$ cat config.mk
export PLATFORM = sky130hd
export DESIGN_NAME = binary_to_bcd_converter
export DESIGN_NICKNAME = d
export VERILOG_FILES = /design/src/rtl/bcd_pkg.sv /design/src/rtl/bcd_digit_adjust.sv /design/src/rtl/binary_to_bcd_converter.sv
export SDC_FILE = /design/constraint.sdc
export NUM_CORES = 1
export LEC_CHECK = 0
export CAP_MARGIN = 20
export CELL_PAD_IN_SITES_DETAIL_PLACEMENT = 1
export CELL_PAD_IN_SITES_GLOBAL_PLACEMENT = 1
export CORE_MARGIN = 2
export CORE_UTILIZATION = 30
export CTS_CLUSTER_SIZE = 16
export DETAILED_ROUTE_END_ITERATION = 7
export PLACE_DENSITY_LB_ADDON = 0.05
export SKIP_CTS_REPAIR_TIMING = 1
export SLEW_MARGIN = 20
export SYNTH_ARGS = -nofsm -noshare
export SYNTH_HDL_FRONTEND = slang
export SYNTH_SLANG_ARGS = --single-unit
export TNS_END_PERCENT = 1
$ cat constraint.sdc
create_clock -name clk_i -period 5.4 [get_ports clk_i]
set_clock_uncertainty 0.15 [all_clocks]
set_input_delay 0.81 -clock clk_i [delete_from_list [all_inputs] [get_ports clk_i]]
set_output_delay 0.81 -clock clk_i [all_outputs]
set_load 0.005 [all_outputs]
$ cat src/rtl/bcd_pkg.sv
// Shared definitions for the binary<->BCD converter pair: FSM states, digit
// width and the double-dabble add-3 correction.
package bcd_pkg;

    localparam int BCD_DIGIT_W = 4;

    typedef enum logic [1:0] {
        ST_IDLE = 2'd0,
        ST_OP   = 2'd1,
        ST_DONE = 2'd2
    } state_t;

    // A digit of 5 or more would carry past 9 once doubled, so pre-add 3.
    function automatic logic [BCD_DIGIT_W-1:0] add3_adjust(input logic [BCD_DIGIT_W-1:0] digit);
        return (digit >= 4'd5) ? digit + 4'd3 : digit;
    endfunction

endpackage

$ cat src/rtl/bcd_digit_adjust.sv
// Combinational per-digit correction applied to the BCD shift register
// before every shift.
module bcd_digit_adjust
    import bcd_pkg::*;
(
    input  logic [BCD_DIGIT_W-1:0] digit_i,
    output logic [BCD_DIGIT_W-1:0] digit_o
);

    assign digit_o = add3_adjust(digit_i);

endmodule

$ cat src/rtl/binary_to_bcd_converter.sv
// Sequential double-dabble converter: one binary bit per clock, results held
// in output registers between conversions.
module binary_to_bcd_converter
    import bcd_pkg::*;
#(
    parameter int BIN_W  = 32,
    parameter int DIGITS = 10
) (
    input  logic                          clk_i,
    input  logic                          reset_i,
    input  logic                          start_i,
    input  logic [BIN_W-1:0]              binary_i,
    output logic                          ready_o,
    output logic                          done_o,
    output logic [BCD_DIGIT_W*DIGITS-1:0] bcd_o,
    output logic                          overflow_o
);

    localparam int BCD_W = BCD_DIGIT_W * DIGITS;
    localparam int CNT_W = $clog2(BIN_W);
    localparam logic [CNT_W-1:0] CNT_LOAD = CNT_W'(BIN_W - 1);

    state_t             state_q, state_d;
    logic [BIN_W-1:0]   bin_q, bin_d;
    logic [BCD_W-1:0]   shift_q, shift_d;
    logic [CNT_W-1:0]   count_q, count_d;
    logic               ovf_acc_q, ovf_acc_d;
    logic [BCD_W-1:0]   bcd_q, bcd_d;
    logic               ovf_q, ovf_d;

    logic [BCD_W-1:0]   bcd_adj;
    logic [BCD_W-1:0]   shift_next;
    logic               carry_out;

    for (genvar g = 0; g < DIGITS; g++) begin : g_adj
        bcd_digit_adjust u_adjust (
            .digit_i (shift_q[g*BCD_DIGIT_W +: BCD_DIGIT_W]),
            .digit_o (bcd_adj[g*BCD_DIGIT_W +: BCD_DIGIT_W])
        );
    end

    // The bit leaving the top digit is worth 10^DIGITS and is discarded.
    assign shift_next = {bcd_adj[BCD_W-2:0], bin_q[BIN_W-1]};
    assign carry_out  = bcd_adj[BCD_W-1];

    always_comb begin
        state_d   = state_q;
        bin_d     = bin_q;
        shift_d   = shift_q;
        count_d   = count_q;
        ovf_acc_d = ovf_acc_q;
        bcd_d     = bcd_q;
        ovf_d     = ovf_q;
        case (state_q)
            ST_IDLE: begin
                if (start_i) begin
                    bin_d     = binary_i;
                    shift_d   = '0;
                    ovf_acc_d = 1'b0;
                    count_d   = CNT_LOAD;
                    state_d   = ST_OP;
                end
            end
            ST_OP: begin
                bin_d     = {bin_q[BIN_W-2:0], 1'b0};
                shift_d   = shift_next;
                ovf_acc_d = ovf_acc_q | carry_out;
                if (count_q == '0) begin
                    bcd_d   = shift_next;
                    ovf_d   = ovf_acc_q | carry_out;
                    state_d = ST_DONE;
                end else begin
                    count_d = count_q - CNT_W'(1);
                end
            end
            ST_DONE: state_d = ST_IDLE;
            default: state_d = ST_IDLE;
        endcase
    end

    always_ff @(posedge clk_i) begin
        if (reset_i) begin
            state_q   <= ST_IDLE;
            bin_q     <= '0;
            shift_q   <= '0;
            count_q   <= '0;
            ovf_acc_q <= 1'b0;
            bcd_q     <= '0;
            ovf_q     <= 1'b0;
        end else begin
            state_q   <= state_d;
            bin_q     <= bin_d;
            shift_q   <= shift_d;
            count_q   <= count_d;
            ovf_acc_q <= ovf_acc_d;
            bcd_q     <= bcd_d;
            ovf_q     <= ovf_d;
        end
    end

    assign ready_o    = (state_q == ST_IDLE);
    assign done_o     = (state_q == ST_DONE);
    assign bcd_o      = bcd_q;
    assign overflow_o = ovf_q;

endmodule
==> impl_metrics.ini, run 1 <==
[place]
dp_hpwl_mm = 8.813
placed_area_um2 = 6417
gp_congestion = 0.7378
port_buffers = 77

[timing]
hold_viol = 0
finalSetupViolCount = 0
max_slew_margin = 0.3523
fin_crit_sh = 0.5832
max_clock_freq_ghz = 0.3175
rsz0062_at_grt = false
min_period_ps = 3149
tightest_slew_ps = 971.6
slew_viol_final = 0
final.setup.tns_ps = 0

[synthesis]
synth_cells = 603
yosysWarnings = 0
synth_common_cells = 121 x dfxtp_1, 85 x nor2_1, 51 x a21oi_1
postSynthRegisterBits = 121
yosysSeqAreaShare = 0.4386
syn_area_per_cell_um2 = 9.159
yosysMostFrequentCell = dfxtp_1
synth_top_area_share = 0.4386
synthDistinctLibCells = 38
synth-main-ff-cell = dfxtp_1
synth_area_leaders = dfxtp_1 44%, nor2_1 5.8%, nor3b_1 5.3%, mux2i_1 5.1%, a211oi_1 4.9%
synth_area_leader_cell = dfxtp_1
async_flop_share = 0
synth_area_um2 = 5523
syn_nets = 659
synth_edf_count = 0

[floorplanning]
dieWidth_um = 139.7
num_rows = 49
start_util = 0.3064
dieArea_um2 = 19510
chipHeight_um = 139.7
core-area_um2 = 18020
io_pins = 78

[route]
vias = 4528
post_drt_wl_per_cell_um = 15.48
drtAntennaViolNets = 0
first_pass_iters = 4
drc = 0
vias_per_cell = 5.003
drt_wl_total_mm = 14.01
dr.first_iter.drc_count = 125

[critical_path]
cp_cell_sequence = nand2b_2, nor2_8, nor2_1, a211oi_1
worstSetupEndpointType = flip-flop
cp_max_fo = 61
path_buf_inv = 0
crit_family = simple AND/OR/NAND/NOR gates
critPathRequiredTime_ps = 5560
worstSetupPathType = reg -> reg
cp.arrival_ps = 3300
critical-path-max-stage-delay_ps = 930
crit_slowest_cell = dfxtp_1
critPathLaunchType = flip-flop

[cts]
clk_pin_slew_ps = 60
cts-root-buf = clkbuf_16
clkLatencyLatePin_ps = 410
clock_path_buffers = 2
cts_tree = built
numCtsBuffers = 17
cts_sinks = 121
h-tree-depth = 4

[cells_and_area]
diodes = 0
register_area_um2 = 2422
syn_to_final_growth_pct = 27.05
drive_gt1_frac = 0.06361
multi_input_area_um2 = 2811
fillers = 2070
fin_nets = 719
final_cell_area_um2 = 7017

[grt]
gr-total-overflow = 0
grt_pass1_vias = 4731
grtUsageTotal = 0.1490
antenna_found_initial = 0
grt_max_degree = 84
grt_pass1_wl_mm = 23.72

[pwr]
ir_worst_vdd_v = 0.0002074
p_per_area_nw_per_um2 = 339.6
finalPower_uw = 2383
leakagePower_uw = 0.002815

[run_status]
status = finished clean

[run]
drv_cap = 0

[worst_hold_path]
holdCritPathClass = reg -> reg
-- path summary, 6_finish.rpt --
kind / startpoint / to / slack, ps / cells after the start
max: state_q[0] / bcd_o[20] / 2250 / 4
min: bin_q[28] / bin_q[29] / 320 / 2
max reg2reg: state_q[0] / bcd_o[20] / 2250 / 4
min reg2reg: bin_q[28] / bin_q[29] / 320 / 2
-- metrics by stage --
step | hold WS [ps] | setup WS (ps) | utilization | std cells
after global placement | 295.0 | 2221 | 0.3560 | 873
after detailed placement | 299.9 | 2168 | 0.3560 | 873
final | 315.3 | 2251 | 0.3893 | 905
after CTS | 316.7 | 2152 | 0.3893 | 905
after floorplan | 275.7 | 3338 | - | 603
after global routing | 355.7 | 1862 | 0.3893 | 905
-- report_power, final --
group / switching, uW / leakage, uW / total [uW] / internal, uW
combinational: 133 / 0.00154 / 245 / 112
clock: 405 / 0.000294 / 1160 / 760
sequential: 33.5 / 0.000985 / 973 / 939
-- cells by family (layout without fill, tap and decap cells) --
group                      after synthesis  after routing  share of synthesized area
DFF                                    121            121                     0.4386
buffers and inverters                   66            139                    0.05414
AOI/OAI and AO/OA                      175            175                     0.2182
adders and majority gates               21             21                    0.04758
and+or+nand+nor                        181            181                     0.1733
xor gates and xnor gates                11             11                    0.01744
muxes                                   28             28                    0.05075
-- area by class of cell --
type / count / area share
Tap cell: 229 / 0.04083
Timing Repair Buffer: 82 / 0.1145
Sequential cell: 121 / 0.3452
Inverter: 25 / 0.01337
Clock buffer: 24 / 0.06865
Clock inverter: 8 / 0.01676
Multi-Input combinational cell: 416 / 0.4007
-- cell usage in the layout (no fill, tap or decap), drive strengths merged, types with 9 or more instances in the layout --
master and instances:
ha 21, nor2b 13, nor2 86, xnor2 11, mux2i 28, a21o 21
a211oi 36, o22ai 10, a32o 9, o21ai 13, a22o 20, nor3b 39
o31ai 9, a21oi 51, inv 25, nand2b 12, clkdlybuf4s50 76, clkbuf 24
dfxtp 121, nor3 15
-- worst reg2reg max path: cells and delay by family, from the launching register on --
kind            cells  cell delay, ps
simple gates        3            1680
flops               1             930
compound gates      1             290
-- layer usage --
layer / global-route usage / wire length (um)
met5: 0 / 0
met4: 0.03737 / 117
met3: 0.04577 / 507
met2: 0.2406 / 6542
met1: 0.1946 / 6843
-- state kept, by name, indices dropped and copies added (netlist names) --
| name | flops |
|---|---|
| bcd_o | 40 |
| shift_q | 40 |
| bin_q | 32 |
| count_q | 5 |
| state_q | 2 |
| overflow_o | 1 |
| ovf_acc_q | 1 |
(Power assumes the default switching activity.)
==> inputs of run 2 (changes only) <==
clock period = 3.3 ns   (was 5.4 ns; I/O delays follow)
==> run 2 against run 1 <==
Compared with the run above: design area grew 0.62%; via count grew 0.57%; routed wire length increased by 1.5%; critical endpoint is now done_o; power rose by 63%; first-iteration DRC count is 63% higher; count of clock-buffer cells in the layout down 2; die area did not move; largest power group unchanged; highest routed layer unchanged; combinational power up 71%.
==> impl_metrics.ini, run 2 (same netlist as run 1, synthesis figures left out) <==
[route]
vias = 4554
first_pass_iters = 4
drc = 0
post_drt_wl_per_cell_um = 15.65
dr.first_iter.drc_count = 204
drt_wl_total_mm = 14.23
vias_per_cell = 5.010
drtAntennaViolNets = 0

[critical_path]
r2r_slack_ps = 870
cp.arrival_ps = 1890
worstSetupEndpointType = primary output
critPathLaunchType = flip-flop
crit_slowest_cell = dfxtp_1
cp_cell_sequence = buf_4, nor2b_1, clkdlybuf4s50_1
critPathRequiredTime_ps = 2650
worstSetupPathType = reg -> out
cp_max_fo = 17
critical-path-max-stage-delay_ps = 680

[timing]
rsz0062_at_grt = false
tightest_slew_ps = 645.2
fin_crit_sh = 0.7670
final.setup.tns_ps = 0
hold_viol = 0
slew_viol_final = 0
hold_ws_ps = 313.2
max_clock_freq_ghz = 0.3951
finalSetupViolCount = 0
max_slew_margin = 0.5699
min_period_ps = 2531

[cts]
cts_tree = built
clock_path_buffers = 2
cts_sinks = 121
cts-root-buf = clkbuf_16
numCtsBuffers = 17
h-tree-depth = 4
clkLatencyLatePin_ps = 410
clk_pin_slew_ps = 50

[floorplanning]
core-area_um2 = 18020
start_util = 0.3064
dieWidth_um = 139.7
dieArea_um2 = 19510
io_pins = 78
chipHeight_um = 139.7
num_rows = 49

[grt]
grt_pass1_vias = 4667
antenna_found_initial = 0
grtUsageTotal = 0.1499
gr-total-overflow = 0
grt_pass1_wl_mm = 23.63
grt_max_degree = 56

[place]
port_buffers = 77
dp_hpwl_mm = 9.455
gp_congestion = 0.7800

[run]
drv_cap = 0

[pwr]
p_per_area_nw_per_um2 = 548.9
ir_worst_vdd_v = 0.0003630
leakagePower_uw = 0.002839

[cells_and_area]
syn_to_final_growth_pct = 27.84
layout_common_cells = 121 x dfxtp_1, 84 x nor2_1, 76 x clkdlybuf4s50_1
fin_nets = 725
drive_gt1_frac = 0.07059
diodes = 0
fillers = 2073
final_common_cell = dfxtp_1

[worst_hold_path]
holdCritPathClass = reg -> reg

[run_status]
status = finished clean
## run 2: final cells by class
cell class | instances | area [um^2] | area share
clock buffers | 22 | 464.2 | 0.06575
clock inverters | 8 | 121.4 | 0.01719
inverters | 25 | 93.84 | 0.01329
multi-input cells | 416 | 2811 | 0.3982
flip-flops and latches | 121 | 2422 | 0.3431
well taps | 229 | 286.5 | 0.04058
repair buffers | 88 | 860.8 | 0.1219
## run 2: critical path, delay by kind of cell (launching register included)
family        cells  cell delay [ps]
flops             1              680
buf+inv           2              730
simple gates      1               60
## run 2: final timing paths
| check | start | cells after the start | endpoint |
|---|---|---|---|
| max reg2reg | state_q[0] | 4 | shift_q[35] |
| min | bin_q[28] | 2 | bin_q[29] |
| min reg2reg | bin_q[28] | 2 | bin_q[29] |
| max | state_q[0] | 3 | done_o |
## run 2: report_power, final
group	internal, uW	total (uW)	leakage (uW)	switching, uW
sequential	1540	1590	0.000985	48.5
clock	1220	1870	0.000286	655
combinational	191	419	0.00157	229
total	2940	3880	0.00284	932
## run 2: metrics by stage
| stage | utilization | setup slack (ps) | total power (uW) | std cells | cell area [um^2] |
|---|---|---|---|---|---|
| final | 0.3917 | 768.9 | 3875 | 909 | 7061 |
| after global routing | 0.3917 | 617.1 | 4057 | 909 | 7061 |
| after CTS | 0.3917 | 748.6 | 3935 | 909 | 7061 |
| after floorplan | - | 1484 | 1884 | 603 | 5523 |
| after detailed placement | 0.3592 | 647.2 | 2045 | 879 | 6475 |
| after global placement | 0.3592 | 674.7 | 2032 | 879 | 6475 |
## run 2: routing by layer
layer  wire length [um]  vias up  share of wire  track usage
met4                190        0          0.013      0.05211
met5                  0        -              0            0
met3                394       14          0.028      0.03407
met2               6557       59           0.46       0.2349
li1                   -     2284              -            -
met1               7084     2197           0.50       0.2035
